### src/rtl/fifo_switch_arbiter.sv
// Control FSM and input->output arbiter for the 4x4 FIFO switch.
// Define ROUND_ROBIN_EN for rotating priority; otherwise fixed priority 0>1>2>3.
module fifo_switch_arbiter #(
    parameter int DATA_W = 10,
    parameter int THR_W  = 3
) (
    input  logic                  clk,
    input  logic                  reset,
    input  logic                  init,
    input  logic [THR_W-1:0]      alto,
    input  logic [THR_W-1:0]      bajo,
    input  logic [3:0]            in_empty,
    input  logic [4*DATA_W-1:0]   in_data,
    input  logic [3:0]            out_almost_full,
    input  logic                  fifo_error,
    output logic [3:0]            pop_in,
    output logic [3:0]            push_out,
    output logic [DATA_W-1:0]     data_out,
    output logic [THR_W-1:0]      umbral_alto,
    output logic [THR_W-1:0]      umbral_bajo,
    output logic [4:0]            state,
    output logic                  idle
);
    typedef enum logic [4:0] {
        ST_RESET  = 5'b00001,
        ST_INIT   = 5'b00010,
        ST_IDLE   = 5'b00100,
        ST_ACTIVE = 5'b01000,
        ST_ERROR  = 5'b10000
    } state_t;

    state_t            state_q, state_d;
    logic [3:0]        push_out_q, push_out_d;
    logic [DATA_W-1:0] data_out_q, data_out_d;
    logic [THR_W-1:0]  alto_q, alto_d, bajo_q, bajo_d;
    logic [DATA_W-1:0] head [4];
    logic [1:0]        dest [4];
    logic [3:0]        cand;
    logic              gnt_vld;
    logic [1:0]        gnt_idx;
`ifdef ROUND_ROBIN_EN
    logic [1:0]        ptr_q, ptr_d;
`endif

    // A head is eligible unless its output is almost full or is receiving this cycle's push.
    always_comb begin
        for (int i = 0; i < 4; i++) begin
            head[i] = in_data[i*DATA_W +: DATA_W];
            dest[i] = head[i][DATA_W-1:DATA_W-2];
            cand[i] = !in_empty[i] && !out_almost_full[dest[i]] && !push_out_q[dest[i]];
        end
    end

    always_comb begin
        logic [1:0] idx;
        gnt_vld = 1'b0;
        gnt_idx = 2'd0;
        idx     = 2'd0;
        for (int k = 3; k >= 0; k--) begin
`ifdef ROUND_ROBIN_EN
            idx = ptr_q + 2'(k);
`else
            idx = 2'(k);
`endif
            if (cand[idx]) begin
                gnt_vld = 1'b1;
                gnt_idx = idx;
            end
        end
        if (state_q != ST_ACTIVE || fifo_error) begin
            gnt_vld = 1'b0;
        end
    end

    assign pop_in = gnt_vld ? (4'b0001 << gnt_idx) : 4'b0000;

    always_comb begin
        state_d    = state_q;
        push_out_d = 4'b0000;
        data_out_d = data_out_q;
        alto_d     = alto_q;
        bajo_d     = bajo_q;
`ifdef ROUND_ROBIN_EN
        ptr_d      = ptr_q;
`endif
        case (state_q)
            ST_RESET: state_d = ST_INIT;
            ST_INIT: begin
                if (init) begin
                    alto_d = alto;
                    bajo_d = bajo;
                end else begin
                    state_d = ST_IDLE;
                end
            end
            ST_IDLE: begin
                if (init) begin
                    state_d = ST_INIT;
                end else if (!(&in_empty)) begin
                    state_d = ST_ACTIVE;
                end
            end
            ST_ACTIVE: begin
                if (gnt_vld) begin
                    push_out_d[dest[gnt_idx]] = 1'b1;
                    data_out_d = head[gnt_idx];
`ifdef ROUND_ROBIN_EN
                    ptr_d = gnt_idx + 2'd1;
`endif
                end else if ((&in_empty) && (push_out_q == 4'b0000)) begin
                    state_d = ST_IDLE;
                end
            end
            ST_ERROR: state_d = ST_ERROR;
            default:  state_d = ST_ERROR;
        endcase
        // Errors override every other transition and drop any in-flight push.
        if (fifo_error && state_q != ST_RESET) begin
            state_d    = ST_ERROR;
            push_out_d = 4'b0000;
        end
    end

    always_ff @(posedge clk or posedge reset) begin
        if (reset) begin
            state_q    <= ST_RESET;
            push_out_q <= 4'b0000;
            data_out_q <= '0;
            alto_q     <= '0;
            bajo_q     <= '0;
`ifdef ROUND_ROBIN_EN
            ptr_q      <= 2'd0;
`endif
        end else begin
            state_q    <= state_d;
            push_out_q <= push_out_d;
            data_out_q <= data_out_d;
            alto_q     <= alto_d;
            bajo_q     <= bajo_d;
`ifdef ROUND_ROBIN_EN
            ptr_q      <= ptr_d;
`endif
        end
    end

    assign push_out    = push_out_q;
    assign data_out    = data_out_q;
    assign umbral_alto = alto_q;
    assign umbral_bajo = bajo_q;
    assign state       = state_q;
    assign idle        = (state_q == ST_IDLE);
endmodule

### config.mk
export PLATFORM = sky130hd
export DESIGN_NAME = fifo_switch_arbiter
export DESIGN_NICKNAME = d
export VERILOG_FILES = /design/src/rtl/fifo_switch_arbiter.sv
export SDC_FILE = /design/constraint.sdc
export NUM_CORES = 1
export LEC_CHECK = 0
export CAP_MARGIN = 20
export CORE_ASPECT_RATIO = 0.8
export CORE_MARGIN = 5
export CORE_UTILIZATION = 41
export CTS_CLUSTER_DIAMETER = 30
export DETAILED_ROUTE_END_ITERATION = 12
export GPL_TIMING_DRIVEN = 0
export PLACE_DENSITY = 0.81
export SYNTH_ARGS = -nofsm -noshare
export SYNTH_HDL_FRONTEND = slang
export SYNTH_SLANG_ARGS = --single-unit
### constraint.sdc
create_clock -name clk -period 2.8 [get_ports clk]
set_clock_uncertainty 0.1 [all_clocks]
set_input_delay 0.28 -clock clk [delete_from_list [all_inputs] [get_ports clk]]
set_output_delay 0.28 -clock clk [all_outputs]
set_load 0.02 [all_outputs]
==> Yosys cells after proc, flatten, opt, wreduce, memory -nomap -nowiden <==
Index checks and enable logic that the tools add are counted.
{ "totals": {"register_bits": 25, "inputBits": 58, "word_cells": 97} }
{ "classes": {"magnitude_cmp": 7, "n_eq_ne": 10, "shifts": 1, "mux": 44, "n_bitwise": 1, "n_reduce_logical": 29} }
{ "op_table": {"columns": ["operator", "count"], "rows": [
  ["5-bit two-way mux", 6],
  ["10-bit binary-select mux with 2-bit select", 1],
  ["10-bit two-way mux", 2],
  ["5-bit one-hot mux with 4 select lines", 1],
  ["1-bit binary-select mux with 2-bit select", 8],
  ["4-bit two-way mux", 4],
  ["2-bit by 3-bit less-than comparator with 1-bit output (second input constant)", 5],
  ["1-bit two-way mux", 14],
  ["1-bit zero test", 12],
  ["2-bit two-way mux", 6],
  ["1-bit logical AND", 11],
  ["3-bit != test (second input constant)", 3],
  ["4-bit AND reduction", 2],
  ["5-bit by 1-bit equality test with 1-bit output (second input constant)", 1],
  ["5-bit by 2-bit equality test with 1-bit output (second input constant)", 1],
  ["5-bit by 3-bit equality test with 1-bit output (second input constant)", 1],
  ["5-bit by 4-bit equality test with 1-bit output (second input constant)", 1],
  ["5-bit by 1-bit != test with 1-bit output (second input constant)", 1],
  ["5-bit by 4-bit != test with 1-bit output (second input constant)", 1],
  ["2-bit binary-select mux with 2-bit select", 1],
  ["4-bit zero test", 1],
  ["4-bit by 3-bit != test with 1-bit output (second input constant)", 1],
  ["2-bit AND reduction", 2],
  ["1-bit by 2-bit left shift with 4-bit output (first input constant)", 1],
  ["other kinds (5)", 5]
]} }

==> Depth between registers and ports, before layout <==
{ "logic_depth": {"word_depth": 20, "mapped_depth": 8} }

==> Least setup slack after synthesis <==
Ideal clock, no wire load.
{ "synth_path": {"path_kind": "reg-to-output", "start": "register push_out_q[2] (netlist: push_out[2])", "end": "output pop_in[3]", "arrival_time_ps": 2101, "required_ps": 2420, "path_slack_ps": 319, "stages_incl_launch_ff": 8, "path_cell_list": "dfrtp_1 > buf_2 > nor3b_1 > o21ai_1 > o21a_1 > clkbuf_1 > nand2_1 > nor4_1"} }
{ "synth_between": {"elab_chain_len": 10, "elab_cells_between_ends": 27, "cone_classes": "1 x shift; 18 x mux; 8 x reduce/logical"} }
{ "synth_lines": {"columns": ["element", "line", "source"], "rows": [
  ["start: declaration", "33", "logic [3:0] push_out_q, push_out_d;"],
  ["start signal: assignment", "136", "push_out_q <= push_out_d;"],
  ["1-bit binary-select mux with 2-bit select", "50", "cand[i] = !in_empty[i] && !out_almost_full[dest[i]] && !push_out_q[dest[i]];"],
  ["1-bit two-way mux (implied by the code)", "50", null],
  ["1-bit zero test", "50", null],
  ["1-bit logical AND", "50", null],
  ["2-bit two-way mux or 1-bit two-way mux (tied branches) (4 in series)", "65", "if (cand[idx]) begin"],
  ["1-bit by 2-bit left shift with 4-bit output or 1-bit two-way mux (tied branches)", "75, 70", null],
  ["4-bit two-way mux *", "75", "assign pop_in = gnt_vld ? (4'b0001 << gnt_idx) : 4'b0000;"],
  ["end: declaration", "16", "output logic [3:0] pop_in,"]
]} }
Every way passes the cells marked *; elsewhere a longest branch is shown, timed or not. The select of a mux whose other input is x is not followed.

==> Worst setup path in the final report <==
{ "layout_path": {"start": "input in_data[18]", "end": "output pop_in[3]"} }
{ "layout_between": {"elab_chain_len": 9, "elab_cells_between_ends": 15, "cone_classes": "1 x shift; 10 x mux; 4 x reduce/logical"} }
{ "layout_lines": {"columns": ["element", "line", "source"], "rows": [
  ["start: declaration", "13", "input logic [4*DATA_W-1:0] in_data,"],
  ["1-bit binary-select mux with 2-bit select", "50", null],
  ["1-bit two-way mux (implied by the code)", "50", null],
  ["1-bit zero test", "50", null],
  ["1-bit logical AND", "50", null],
  ["1-bit logical AND *", "50", null],
  ["2-bit two-way mux or 1-bit two-way mux (tied branches) (2 in series)", "65", null],
  ["1-bit by 2-bit left shift with 4-bit output or 1-bit two-way mux (tied branches)", "75, 70", null],
  ["4-bit two-way mux *", "75", null]
]} }
Marked as above.

==> results_dict.tcl <==
set metrics [dict create \
    status "finished, final reports clean" \
    synth.distinct_cells 57 \
    dp_hpwl_um 4320 \
    drt-initial-drc-count 62 \
    max_cap_violations 0 \
    ys_async_sr_fraction 1.00 \
    synth-seq-cells 25 \
    nets 357 \
    dp.cells 350 \
    vias 1930 \
    synth_area_per_cell_sq_um 8.64 \
    layout_worst_path_cycle_share 0.951 \
    netlist_area_sq_um 1780 \
    sw_frac_of_total 0.309 \
    synth_edf_count 0 \
    grt-ovfl-total 0 \
    grt.busiest_layer "met2" \
    root_buffer "clkbuf_8" \
    yosysTopAreaCell "dfrtp_1" \
    cp_max_fo 10 \
    wl_per_cell_um 15.4 \
    core_area_sq_um 4180 \
    io_buffers 87 \
    cp.arrival_ns 2.28 \
    cts.sinks 25 \
    synth_xor_area_frac 0.00492 \
    diodes 0 \
    drc 0 \
    p_per_area_nw_per_um2 345 \
    drive_gt1_frac 0.134 \
    grt_pass1_wl_um 8800 \
    grt_use_total 0.189 \
    fin_cells 355 \
    stdcell_area_sq_um 2800 \
    yosysWarnings 0 \
    synth-main-ff-cell "dfrtp_1" \
    start_util 0.426 \
    internal-power_w 0.000668 \
    vias_per_cell 5.44 \
    critical_path_required_ns 2.42 \
    timing.slew.headroom 0.647 \
    grt_util_met2 0.327 \
    p_leak_nw 1.12 \
    hold_class "input port to async pin" \
    end_kind "output pin" \
    synthCells 206 \
    setup_ws_ns 0.138 \
    drt_wl_total_um 5480 \
    path_clk_slew_ns 0.09 \
    rsz0062_at_grt "false" \
    placed_cell_area_sq_um 2720 \
    hold_viol 0 \
    synth_compound_area_frac 0.294 \
    grt_util_met1 0.240 \
    max_freq_mhz 376 \
    cts_tree "done" \
    grt_pass1_vias 1866 \
    synthAdderAreaFrac 0 \
    place.gp.congestion 0.812 \
    synthSimpleGateAreaFrac 0.274 \
    yosys.area.top_type_share 0.338 \
    p_comb_frac 0.364 \
    fin_setup_tns_ns 0 \
    critPathKind "input port to output pin" \
    synth_top_family_by_area "compound AO/OA/AOI/OAI gates" \
    synth.area.top_cells "dfrtp_1 (34%), a21oi_1 (5.6%), nor2_1 (5.5%)" \
    antenna_found_initial 0 \
    post_cts_buffers 0 \
    grt_max_degree 26 \
    ios 88 \
    cts_made_buffers 3 \
    die_area_sq_um 5770 \
    seq_area_frac_synth 0.352 \
    die_w_um 83.7 \
    groute.layer.met3.usage 0.0499 \
    cts.path.max_buffers 2 \
    p_seq_frac 0.410 \
    dp_slack_ns -0.512 \
    switching_power_w 0.000299 \
    htreeDepth 1 \
    finalMaxSlewViolations 0 \
    total_power_w 0.000967 \
    finalSetupViolations 0 \
    pwr-share-clk 0.225 \
    worstSkewPairLatency_ns 0.27 \
    hold_buffers 0 \
    synthTopCellsByCount "nor2_1 (26), dfrtp_1 (24), a21oi_1 (20)" \
    syn_nets 264 \
    postRouteAntennaNets 0 \
    ir_worst_vdd_uv 179 \
    syn2layout_area_growth_pct 57.6 \
    layout_min_cycle_time_ns 2.66 \
    worst_slew_pin_slew_ns 0.528 \
    fp.dieH_um 68.9 \
    drt_first_pass_iters 4 \
    critPathLaunchType "input port" \
    post-synth-top-count-cell "nor2_1" \
    synthMuxAreaShare 0.0380 \
    fp-row-count 21 \
]
==> per-layer routing <==
metal	up-vias	part of all wire
met5	-	0
met4	0	0.0038
met3	2	0.074
met2	80	0.48
met1	894	0.44
li1	954	-
==> per-stage QoR <==
stage               hold slack, ns  utilization
finish                      0.0821        0.671
global route                0.0757        0.671
CTS                          0.411        0.663
detailed placement           0.389        0.651
global placement             0.382        0.651
floorplan                    0.207            -
==> worst max-delay path, stage by stage <==
cell and delay, ns:
clkdlybuf4s50_1 0.50, nor3b_1 0.18, o21ai_1 0.33, o31ai_4 0.20, clkbuf_2 0.24, nor4_1 0.32, clkbuf_2 0.23
==> state kept, by name (all words and copies together) (netlist names) <==
signal / count
data_out: 10
umbral_bajo: 3
state: 5
umbral_alto: 3
push_out: 4
==> cells in the final DEF, fill, tap and decap left out, types with 2 or more instances in the layout <==
cell	instances
clkbuf_2	5
buf_2	2
a21o_1	8
nor2b_1	5
nor3_1	14
nand2_1	10
inv_1	4
a21oi_1	20
dlygate4sd2_1	2
clkbuf_8	3
nor4_1	2
dfrtp_1	24
nand3_1	9
o21ai_0	10
a31oi_1	7
mux2_2	6
nor2_2	3
nand2b_1	5
nor2_1	25
or2_2	3
nor3b_1	5
o31ai_4	2
clkdlybuf4s50_1	82
o21ai_1	3
==> worst paths after layout <==
path | start | end | slack (ns) | cells after the start
min | reset | umbral_bajo[2] | 0.08 | 2
max reg2reg | push_out[0] | data_out[0] | 0.42 | 7
min in group clk | umbral_bajo[1] | umbral_bajo[1] | 0.41 | 1
min reg2reg | umbral_bajo[1] | umbral_bajo[1] | 0.41 | 1
max in group asynchronous | reset | state[0] | 2.09 | 3
max | in_data[18] | pop_in[3] | 0.14 | 7
==> kinds of logic (layout without fill, tap and decap cells) <==
group | after synthesis | in the layout
AO/OA/AOI/OAI | 69 | 69
buffers and inverters | 12 | 104
multiplexers | 6 | 6
flip-flops | 25 | 25
XOR/XNOR | 1 | 1
AND/OR/NAND/NOR | 92 | 92
other | 1 | 1
==> cell type report <==
class,count,area [sq um]
fillers,374,1370
multi-input cells,169,1100
repair buffers,88,888
flip-flops and latches,25,627
well taps,57,71.3
plain buffers,8,51.3
clock buffers,3,41.3
inverters,4,15.0
clock inverters,1,7.51
==> power groups by stage <==
stage	Sequential, W	Combinational, W	Clock [W]
after global placement	0.000404	0.000341	0
after global routing	0.000400	0.000384	0.000237
after floorplan	0.000433	0.000142	0
final	0.000397	0.000352	0.000218
after detailed placement	0.000404	0.000344	0
after CTS	0.000397	0.000346	0.000224
==> timing repair <==
action	CTS	global route
endpoints found under the setup margin	4	3
endpoints found under the hold margin	0	0
pin swaps	0	0
resized for setup	8	9
(Power assumes the default switching activity.)
